[src/rtl/demux_stream_router_pkg.sv]
// Shared constants for the 1-to-4 demux stream router: channel count, select width, stage states.
package demux_pkg;
  localparam int N_CH  = 4;
  localparam int SEL_W = 2;

  localparam logic [0:0] ST_EMPTY  = 1'b0;
  localparam logic [0:0] ST_LOADED = 1'b1;
endpackage

[src/rtl/demux_stream_router_if.sv]
// Stream-in and per-channel-out bundle of the demux router; slave is the router's view.
// Handshake: a word moves on an edge where in_valid & in_ready; channel k's word is consumed on an
// edge where out_valid[k] & out_ack[k]; out_ack[k] with out_valid[k]=0 has no effect.
interface demux_stream_router_if
  import demux_pkg::*;
#(
  parameter int WIDTH = 1
);
  logic                  in_valid;
  logic                  in_ready;
  logic [WIDTH-1:0]      in_data;
  logic [SEL_W-1:0]      in_sel;
  logic [N_CH-1:0]       out_valid;
  logic [N_CH*WIDTH-1:0] out_data;
  logic [N_CH-1:0]       out_ack;

  modport master (
    output in_valid, in_data, in_sel, out_ack,
    input  in_ready, out_valid, out_data
  );

  modport slave (
    input  in_valid, in_data, in_sel, out_ack,
    output in_ready, out_valid, out_data
  );
endinterface

[src/rtl/demux_chan_reg.sv]
// One-word channel holding register: load sets valid and captures data, ack clears valid.
module demux_chan_reg #(
  parameter int WIDTH = 1
) (
  input  logic             clk,
  input  logic             rst_n,
  input  logic             flush,
  input  logic             load,
  input  logic             ack,
  input  logic [WIDTH-1:0] d,
  output logic             valid,
  output logic [WIDTH-1:0] q
);
  // A load in the same cycle as an ack wins, so valid never drops across a swap.
  always_ff @(posedge clk or negedge rst_n) begin
    if (!rst_n) begin
      valid <= 1'b0;
      q     <= '0;
    end else if (flush) begin
      valid <= 1'b0;
      q     <= '0;
    end else if (load) begin
      valid <= 1'b1;
      q     <= d;
    end else if (ack) begin
      valid <= 1'b0;
    end
  end
endmodule

[src/rtl/demux_stream_router.sv]
// Stream front-end for the 1-to-4 demux: one-word stage with target select, four channel registers.
module demux_stream_router
  import demux_pkg::*;
#(
  parameter int WIDTH = 1
) (
  input  logic                 clk,
  input  logic                 rst_n,
  input  logic                 mode_rr,
  input  logic                 flush,
  demux_stream_router_if.slave bus,
  output logic [SEL_W-1:0]     dmx_s,
  output logic [WIDTH-1:0]     dmx_d,
  output logic                 busy,
  output logic [0:0]           stage_state
);
  logic [0:0]            state;
  logic [SEL_W-1:0]      tgt;
  logic [SEL_W-1:0]      rr_ptr;
  logic [SEL_W-1:0]      pick;
  logic [WIDTH-1:0]      stage_data;
  logic                  can_deliver;
  logic                  deliver;
  logic                  accept;
  logic [N_CH-1:0]       ch_valid;
  logic [N_CH-1:0]       ch_load;
  logic [N_CH*WIDTH-1:0] ch_data;

  // in_ready passes the deliver condition through so a full-speed stream never bubbles.
  always_comb begin
    can_deliver  = (state == ST_LOADED) && (!ch_valid[tgt] || bus.out_ack[tgt]);
    deliver      = can_deliver && !flush;
    bus.in_ready = !flush && ((state == ST_EMPTY) || can_deliver);
    accept       = bus.in_valid && bus.in_ready;
    pick         = mode_rr ? rr_ptr : bus.in_sel;
  end

  always_comb begin
    ch_load = '0;
    for (int k = 0; k < N_CH; k++) begin
      ch_load[k] = deliver && (tgt == SEL_W'(k));
    end
  end

  always_ff @(posedge clk or negedge rst_n) begin
    if (!rst_n) begin
      state      <= ST_EMPTY;
      tgt        <= '0;
      rr_ptr     <= '0;
      stage_data <= '0;
    end else if (flush) begin
      state      <= ST_EMPTY;
      tgt        <= '0;
      rr_ptr     <= '0;
      stage_data <= '0;
    end else if (accept) begin
      state      <= ST_LOADED;
      tgt        <= pick;
      stage_data <= bus.in_data;
      if (mode_rr) rr_ptr <= rr_ptr + SEL_W'(1);
    end else if (deliver) begin
      state <= ST_EMPTY;
    end
  end

  for (genvar k = 0; k < N_CH; k++) begin : g_ch
    demux_chan_reg #(.WIDTH(WIDTH)) u_ch (
      .clk   (clk),
      .rst_n (rst_n),
      .flush (flush),
      .load  (ch_load[k]),
      .ack   (bus.out_ack[k]),
      .d     (stage_data),
      .valid (ch_valid[k]),
      .q     (ch_data[k*WIDTH +: WIDTH])
    );
  end

  always_comb begin
    bus.out_valid = ch_valid;
    bus.out_data  = ch_data;
    dmx_s         = tgt;
    dmx_d         = (state == ST_LOADED) ? stage_data : '0;
    busy          = state[0] || (|ch_valid);
    stage_state   = state;
  end
endmodule

[src/flat_wrapper.sv]
// flat-port wrapper written by rule: the top's interface ports become plain ports
module demux_stream_router_flat import demux_pkg::*;
#(
  parameter int WIDTH = 1
)
  (clk, rst_n, mode_rr, flush, dmx_s, dmx_d, busy, stage_state, bus_in_valid, bus_in_data, bus_in_sel, bus_out_ack, bus_in_ready, bus_out_valid, bus_out_data);
  demux_stream_router_if #(.WIDTH(WIDTH)) bus_i ();
  input  logic clk;
  input  logic rst_n;
  input  logic mode_rr;
  input  logic flush;
  output logic [SEL_W-1:0] dmx_s;
  output logic [WIDTH-1:0] dmx_d;
  output logic busy;
  output logic [0:0] stage_state;
  input wire logic [$bits(bus_i.in_valid)-1:0] bus_in_valid;
  input wire logic [$bits(bus_i.in_data)-1:0] bus_in_data;
  input wire logic [$bits(bus_i.in_sel)-1:0] bus_in_sel;
  input wire logic [$bits(bus_i.out_ack)-1:0] bus_out_ack;
  output wire logic [$bits(bus_i.in_ready)-1:0] bus_in_ready;
  output wire logic [$bits(bus_i.out_valid)-1:0] bus_out_valid;
  output wire logic [$bits(bus_i.out_data)-1:0] bus_out_data;
  assign bus_i.in_valid = bus_in_valid;
  assign bus_i.in_data = bus_in_data;
  assign bus_i.in_sel = bus_in_sel;
  assign bus_i.out_ack = bus_out_ack;
  assign bus_in_ready = bus_i.in_ready;
  assign bus_out_valid = bus_i.out_valid;
  assign bus_out_data = bus_i.out_data;
  demux_stream_router #(.WIDTH(WIDTH)) u_core (.clk(clk), .rst_n(rst_n), .mode_rr(mode_rr), .flush(flush), .bus(bus_i), .dmx_s(dmx_s), .dmx_d(dmx_d), .busy(busy), .stage_state(stage_state));
endmodule
[config.mk]
export PLATFORM = sky130hd
export DESIGN_NAME = demux_stream_router_flat
export DESIGN_NICKNAME = d
export VERILOG_FILES = /design/src/rtl/demux_stream_router_pkg.sv /design/src/rtl/demux_stream_router_if.sv /design/src/rtl/demux_chan_reg.sv /design/src/rtl/demux_stream_router.sv /design/src/flat_wrapper.sv
export SDC_FILE = /design/constraint.sdc
export NUM_CORES = 1
export LEC_CHECK = 0
export CAP_MARGIN = 15
export CORE_ASPECT_RATIO = 0.75
export CORE_MARGIN = 4
export CORE_UTILIZATION = 45
export CTS_BUF_LIST = sky130_fd_sc_hd__clkbuf_16
export DETAILED_ROUTE_END_ITERATION = 12
export PLACE_DENSITY = 0.78
export SLEW_MARGIN = 10
export SYNTH_ARGS = -nofsm -noshare
export SYNTH_HDL_FRONTEND = slang
export SYNTH_SLANG_ARGS = --single-unit
[constraint.sdc]
create_clock -name clk -period 2.9 [get_ports clk]
set_input_delay 0.435 -clock clk [delete_from_list [all_inputs] [get_ports clk]]
set_output_delay 0.435 -clock clk [all_outputs]
set_load 0.01 [all_outputs]
==> results of run 1 <==
==> path summary, 6_finish.rpt <==
| path | slack [ps] | start | depth (start not counted) | endpoint |
|---|---|---|---|---|
| hold / removal | 530 | u_core.g_ch[2].u_ch.q | 2 | u_core.g_ch[2].u_ch.q |
| min in group asynchronous | 580 | rst_n | 1 | u_core.g_ch[1].u_ch.valid |
| setup / recovery | 220 | bus_out_ack[2] | 5 | bus_in_ready |
| setup reg to reg | 780 | u_core.dmx_s[1] | 5 | u_core.rr_ptr[1] |
| hold reg to reg | 530 | u_core.g_ch[2].u_ch.q | 2 | u_core.g_ch[2].u_ch.q |
| max in group asynchronous | 1900 | rst_n | 1 | u_core.g_ch[1].u_ch.q |
==> state kept, by name, indices dropped and copies added, names as in the netlist <==
signal,count
u_core.rr_ptr,2
u_core.stage_data,1
u_core.g_ch.u_ch.q,4
u_core.g_ch.u_ch.valid,4
u_core.dmx_s,2
u_core.stage_state,1
==> through the flow <==
stage	hold slack, ps	power, W	instance area [sq um]	worst slack, ps
2_1_floorplan	139.4	0.0002474	819.5	1008
3_3_place_gp	509.2	0.0002840	1032	262.8
3_5_place_dp	519.3	0.0002853	1032	241.0
4_1_cts	534.3	0.0005496	1111	222.8
5_1_grt	572.8	0.0005719	1111	162.2
6_report	528.5	0.0005454	1111	219.1
==> logic make-up (layout without fill, tap and decap cells) <==
kind of cell           Yosys count  after routing
and+or+nand+nor                 36             36
buffers and inverters           13             33
muxes                            6              6
DFF                             14             14
AOI/OAI and AO/OA               17             17
==> routing by layer <==
metal / global-route usage [%] / up-vias / routed length, microns
li1: - / 340 / -
met5: 0 / - / 0
met1: 21.53 / 326 / 851
met4: 4.167 / 0 / 0
met2: 27.11 / 23 / 868
met3: 6.000 / 0 / 148
==> worst max-delay path: cells and delay by family <==
family / cells / cell delay [ps]
compound gates: 1 / 440
buf+inv: 2 / 1030
simple gates: 2 / 350
==> cell usage after synthesis <==
cell	n	area share, %
dfrtp_1	14	43
nor2_1	10	4.6
buf_4	8	7.3
a21oi_1	7	4.3
mux2i_1	6	7.3
nand2b_1	6	4.6
nand2_1	4	1.8
nand3_1	4	2.4
inv_1	2	0.92
nor3_1	2	1.2
o31ai_1	2	1.8
or4_1	2	1.8
a211oi_1	1	0.92
a21boi_0	1	0.92
a221oi_1	1	1.1
a31oi_1	1	0.76
and2_1	1	0.76
and2b_2	1	1.1
and4b_4	1	1.7
and4bb_1	1	1.5
buf_2	1	0.61
buf_6	1	1.4
clkbuf_1	1	0.46
nand3b_1	1	0.92
nor2b_1	1	0.76
nor4b_1	1	1.1
nor4bb_1	1	1.2
o21ai_0	1	0.61
o21bai_1	1	0.92
o41a_1	1	1.4
o41ai_1	1	1.1
==> final cells by class <==
cell class / count / area, sq um
fillers: 162 / 613.1
multi-input cells: 59 / 381.6
clock buffers: 3 / 75.07
repair buffers: 27 / 265.3
well taps: 22 / 27.53
clock inverters: 1 / 3.754
inverters: 2 / 7.507
flip-flops and latches: 14 / 350.3
==> power by group <==
part / total, W / internal (W) / switching [W]
logic: 0.0000687 / 0.0000397 / 0.0000291
registers: 0.000214 / 0.000202 / 0.0000114
clock network: 0.000263 / 0.000182 / 0.0000804
==> impl_metrics.env, run 1 <==
export IMPL_final_common_cell="clkdlybuf4s50_1"
export IMPL_gp_congestion=0.8103
export IMPL_grt_pass1_vias=693
export IMPL_viasPerCell=5.383
export IMPL_drive_gt1_share_pct=6.604
export IMPL_final_nets=119
export IMPL_syn_inst=86
export IMPL_hold_violations=0
export IMPL_cts_tree="built"
export IMPL_irDropWorstVdd_mv=0.4369
export IMPL_avgSynthCellArea_sq_um=9.529
export IMPL_cts_resized=0
export IMPL_cts_made_buffers=3
export IMPL_dieArea_sq_mm=0.002575
export IMPL_synthAdderAreaFrac_pct=0
export IMPL_clk_latency_ps=240
export IMPL_core_area_sq_mm=0.001724
export IMPL_synth_top_family_by_area="simple AND/OR/NAND/NOR gates"
export IMPL_grt_max_degree=15
export IMPL_cp_start_kind="input port"
export IMPL_tightest_slew_ps=634.5
export IMPL_cp_slowest_cell="clkdlybuf4s50_1"
export IMPL_ys_seq_elements=14
export IMPL_hpwl_mm=1.333
export IMPL_die_x_microns=57.28
export IMPL_crit_type="in2out"
export IMPL_cp_cell_sequence="clkdlybuf4s50_1 > and4bb_1 > o41a_1 > nor2_1 > clkdlybuf4s50_1"
export IMPL_arrival_ps=2250
export IMPL_drt_iter0_markers=17
export IMPL_timing_fmax_mhz=373.0
export IMPL_finClkSkew_ps=3.364
export IMPL_grt_usage_pct=16.71
export IMPL_crit_top_cell="clkdlybuf4s50_1"
export IMPL_power_density_mw_per_mm2=490.8
export IMPL_period_share_pct=92.44
export IMPL_totalWireLength_mm=1.868
export IMPL_fin_crit_ps=2681
export IMPL_wl_per_cell_microns=14.59
export IMPL_synth_area_sq_um=819.5
export IMPL_ys_warnings_count=0
export IMPL_syn_num_nets=98
export IMPL_area_growth_pct=35.57
export IMPL_crit_path_max_fanout=2
export IMPL_layoutNonFillerInstCount=128
export IMPL_final_util_pct=64.44
export IMPL_synth_simple_area_share_pct=25.50
export IMPL_grt_overflow_total=0
export IMPL_cts_root_buf="clkbuf_16"
export IMPL_initial_core_util_pct=47.53
export IMPL_max_stage_delay_ps=550
export IMPL_grt_setup_unrepaired="false"
export IMPL_tns_ps=0
export IMPL_drv_cap=0
export IMPL_hp_class="reg2reg"
export IMPL_detail_route_antenna_nets=0
export IMPL_cts_sinks=14
export IMPL_row_count=13
export IMPL_die_h_microns=44.96
export IMPL_first_pass_iters=4
export IMPL_setup_viol=0
export IMPL_place_port_buffers=25
export IMPL_ioPinCount=26
export IMPL_grt_pass1_wl_mm=3.243
export IMPL_synth_seq_area_share_pct=42.75
export IMPL_diodes=0
export IMPL_cp_required_ps=2470
export IMPL_route_detailed_drc=0
export IMPL_clk_pin_slew_worst_paths_ps=40
export IMPL_leakage_nw=0.4729
export IMPL_ys_types=31
export IMPL_synthMuxAreaShare_pct=7.328
export IMPL_synth_compound_area_share_pct=13.74
export IMPL_antenna_found_initial=0
export IMPL_dpl_cell_count=124
export IMPL_critPathCaptureType="primary output"
export IMPL_vias=689
export IMPL_status="finished, final reports clean"
export IMPL_cts_htree_levels=1
export IMPL_cts_buffer_depth=2
export IMPL_ctsHoldBuffers=0
export IMPL_post_cts_buffers=0
export IMPL_synthXorXnorAreaFrac_pct=0
export IMPL_layout_common_cells="clkdlybuf4s50_1, dfrtp_1, nor2_1"
export IMPL_slew_headroom_pct=57.57
export IMPL_slew_violations=0
(Power assumes the default switching activity.)
==> run 2, diff against run 1 <==
ABC_AREA = 1   (was unset)
==> run 2 against run 1 <==
Against the previous run: clock skew down 1.2 ps; area after synthesis down 0.61%; utilization down 0.87 points; hold slack worse by 2.3 ps; clock power about the same; register-to-register slack better by 620 ps; count of clock-buffer cells in the layout unchanged.
==> impl_metrics.env, run 2 <==
export IMPL_status="finished, final reports clean"
export IMPL_ys_warnings_count=0
export IMPL_first_pass_iters=4
export IMPL_cts_htree_levels=1
export IMPL_dpl_cell_count=135
export IMPL_detail_route_antenna_nets=0
export IMPL_finClkSkew_ps=2.165
export IMPL_synth_area_leaders="dfrtp_1, nand2_1, buf_4"
export IMPL_viasPerCell=5.424
export IMPL_grt_pass1_vias=679
export IMPL_antenna_found_initial=0
export IMPL_avgSynthCellArea_sq_um=8.312
export IMPL_synth_edff_count=0
export IMPL_final_common_cell="clkdlybuf4s50_1"
export IMPL_cts_root_buf="clkbuf_16"
export IMPL_power_w=0.0005595
export IMPL_area_growth_pct=34.56
export IMPL_cts_made_buffers=3
export IMPL_row_count=13
export IMPL_totalWireLength_mm=1.943
export IMPL_synthFlopType="dfrtp_1"
export IMPL_synth_simple_area_share_pct=29.49
export IMPL_core_area_sq_mm=0.001724
export IMPL_synth_most_common_cell="nand2_1"
export IMPL_final_util_pct=63.57
export IMPL_crit_type="in2out"
export IMPL_async_flop_share_pct=100.0
export IMPL_irDropWorstVdd_mv=0.3489
export IMPL_clk_pin_slew_worst_paths_ps=50
export IMPL_route_detailed_drc=0
export IMPL_netSwitchingPower_w=0.0001352
export IMPL_gp_congestion=0.8710
export IMPL_cts_resized=0
export IMPL_critPathCaptureType="primary output"
export IMPL_grt_pass1_wl_mm=3.249
export IMPL_place_port_buffers=25
export IMPL_synth_top_cell_area_share_pct=43.01
export IMPL_ioPinCount=26
export IMPL_timing_fmax_mhz=411.1
export IMPL_drv_cap=0
export IMPL_dieArea_sq_mm=0.002562
export IMPL_ctsHoldBuffers=0
export IMPL_drt_iter0_markers=41
export IMPL_synthAdderAreaFrac_pct=0
export IMPL_arrival_ps=2000
export IMPL_ys_seq_elements=14
export IMPL_initial_core_util_pct=47.24
export IMPL_post_cts_buffers=0
export IMPL_rrSetupSlack_ps=1400
export IMPL_layout_common_cells="clkdlybuf4s50_1, nand2_1, dfrtp_1"
export IMPL_diodes=0
export IMPL_intPower_w=0.0004243
export IMPL_synth_compound_area_share_pct=10.45
export IMPL_grt_max_degree=15
export IMPL_cts_tree="built"
export IMPL_hp_class="reg2reg"
export IMPL_synthTopCellsByCount="nand2_1, dfrtp_1, nand3_1, buf_4, inv_1"
export IMPL_synth_top_family_by_area="simple AND/OR/NAND/NOR gates"
export IMPL_fin_crit_ps=2433
export IMPL_clk_latency_ps=250
export IMPL_period_share_pct=83.88
export IMPL_top_regs="u_core.g_ch.u_ch.q (4), u_core.g_ch.u_ch.valid (4)"
export IMPL_slew_headroom_pct=57.29
export IMPL_critPathTopFamily="buffers and inverters"
export IMPL_crit_top_cell="clkdlybuf4s50_1"
export IMPL_vias=754
export IMPL_slew_violations=0
export IMPL_layoutNonFillerInstCount=139
export IMPL_cp_required_ps=2470
export IMPL_pwr_share_comb_pct=14.8
export IMPL_die_h_microns=44.85
export IMPL_synth_seq_area_share_pct=43.01
export IMPL_synth_area_sq_um=814.5
export IMPL_grt_usage_pct=17.52
export IMPL_seq_power_share_pct=37.8
export IMPL_crit_path_max_fanout=11
export IMPL_wl_per_cell_microns=13.98
export IMPL_die_x_microns=57.13
export IMPL_ys_types=21
export IMPL_synthMuxAreaShare_pct=1.229
export IMPL_cp_cell_sequence="clkdlybuf4s50_1 > inv_1 > nand2_1 > inv_2 > clkdlybuf4s50_1"
export IMPL_grt_overflow_total=0
export IMPL_cts_buffer_depth=2
export IMPL_hold_violations=0
export IMPL_swShare_pct=24.16
export IMPL_syn_inst=98
export IMPL_path_buf_inv=4
export IMPL_p_clk_share_pct=47.4
export IMPL_hpwl_mm=1.468
export IMPL_tns_ps=0
export IMPL_setup_viol=0
export IMPL_synth_area_leader_cell="dfrtp_1"
export IMPL_grt_setup_unrepaired="false"
export IMPL_drive_gt1_share_pct=11.11
export IMPL_power_density_mw_per_mm2=510.5
export IMPL_syn_num_nets=110
export IMPL_tightest_slew_ps=638.7
export IMPL_synthXorXnorAreaFrac_pct=1.075
export IMPL_leakage_nw=0.5023
export IMPL_max_stage_delay_ps=530
export IMPL_cts_sinks=14
export IMPL_cp_start_kind="input port"
export IMPL_final_nets=130
export IMPL_cp_slowest_cell="clkdlybuf4s50_1"
## run 2: final timing paths
check,startpoint,endpoint,depth (start not counted)
worst max-delay path,flush,bus_in_ready,5
worst min-delay path,u_core.g_ch[1].u_ch.q,u_core.g_ch[1].u_ch.q,2
worst max register to register,u_core.dmx_s[0],u_core.g_ch[3].u_ch.q,9
worst min register to register,u_core.g_ch[1].u_ch.q,u_core.g_ch[1].u_ch.q,2
max in group asynchronous,rst_n,u_core.rr_ptr[1],1
min in group asynchronous,rst_n,u_core.stage_state,1
## run 2: worst reg2reg max path: cells and delay by family (launching register included)
kind	cells	cell delay, ps
AND/OR/NAND/NOR	7	680
flip-flops	1	500
buffers and inverters	1	120
AO/OA/AOI/OAI	1	70
## run 2: layout make-up
cell class              instances  area (sq um)
repair buffers                 25         250.2
flip-flops and latches         14         350.3
clock inverters                 1         3.754
well taps                      22         27.53
inverters                      12         45.04
clock buffers                   3         75.07
multi-input cells              62         344.1
fillers                       155         628.1
## run 2: metrics by stage
stage          instance area, sq um  setup slack [ps]  hold WS (ps)
5_1_grt                        1096             395.6         570.1
3_3_place_gp                   1017             498.4         508.7
6_report                       1096             467.5         526.1
3_5_place_dp                   1017             469.1         515.1
2_1_floorplan                 814.5              1356         139.4
4_1_cts                        1096             470.5         528.0
## run 2: cell families after synthesis
| logic type | count (synthesis) |
|---|---|
| and+or+nand+nor | 45 |
| buffers and inverters | 22 |
| AOI/OAI and AO/OA | 15 |
| DFF | 14 |
| xor gates and xnor gates | 1 |
| muxes | 1 |
## run 2: power groups by stage
stage	logic, W	registers, W	clock network (W)
4_1_cts	0.0000827	0.000211	0.000269
3_3_place_gp	0.0000797	0.000214	0
3_5_place_dp	0.0000822	0.000214	0
5_1_grt	0.0000903	0.000213	0.000279
2_1_floorplan	0.0000428	0.000212	0
6_report	0.0000827	0.000211	0.000265
## run 2: per-layer routing
metal	global-route usage (%)	up-vias	wire, microns
met5	0	-	0
met4	8.333	0	32
met3	6.571	6	192
met2	24.37	41	831
met1	24.06	347	887
li1	-	360	-
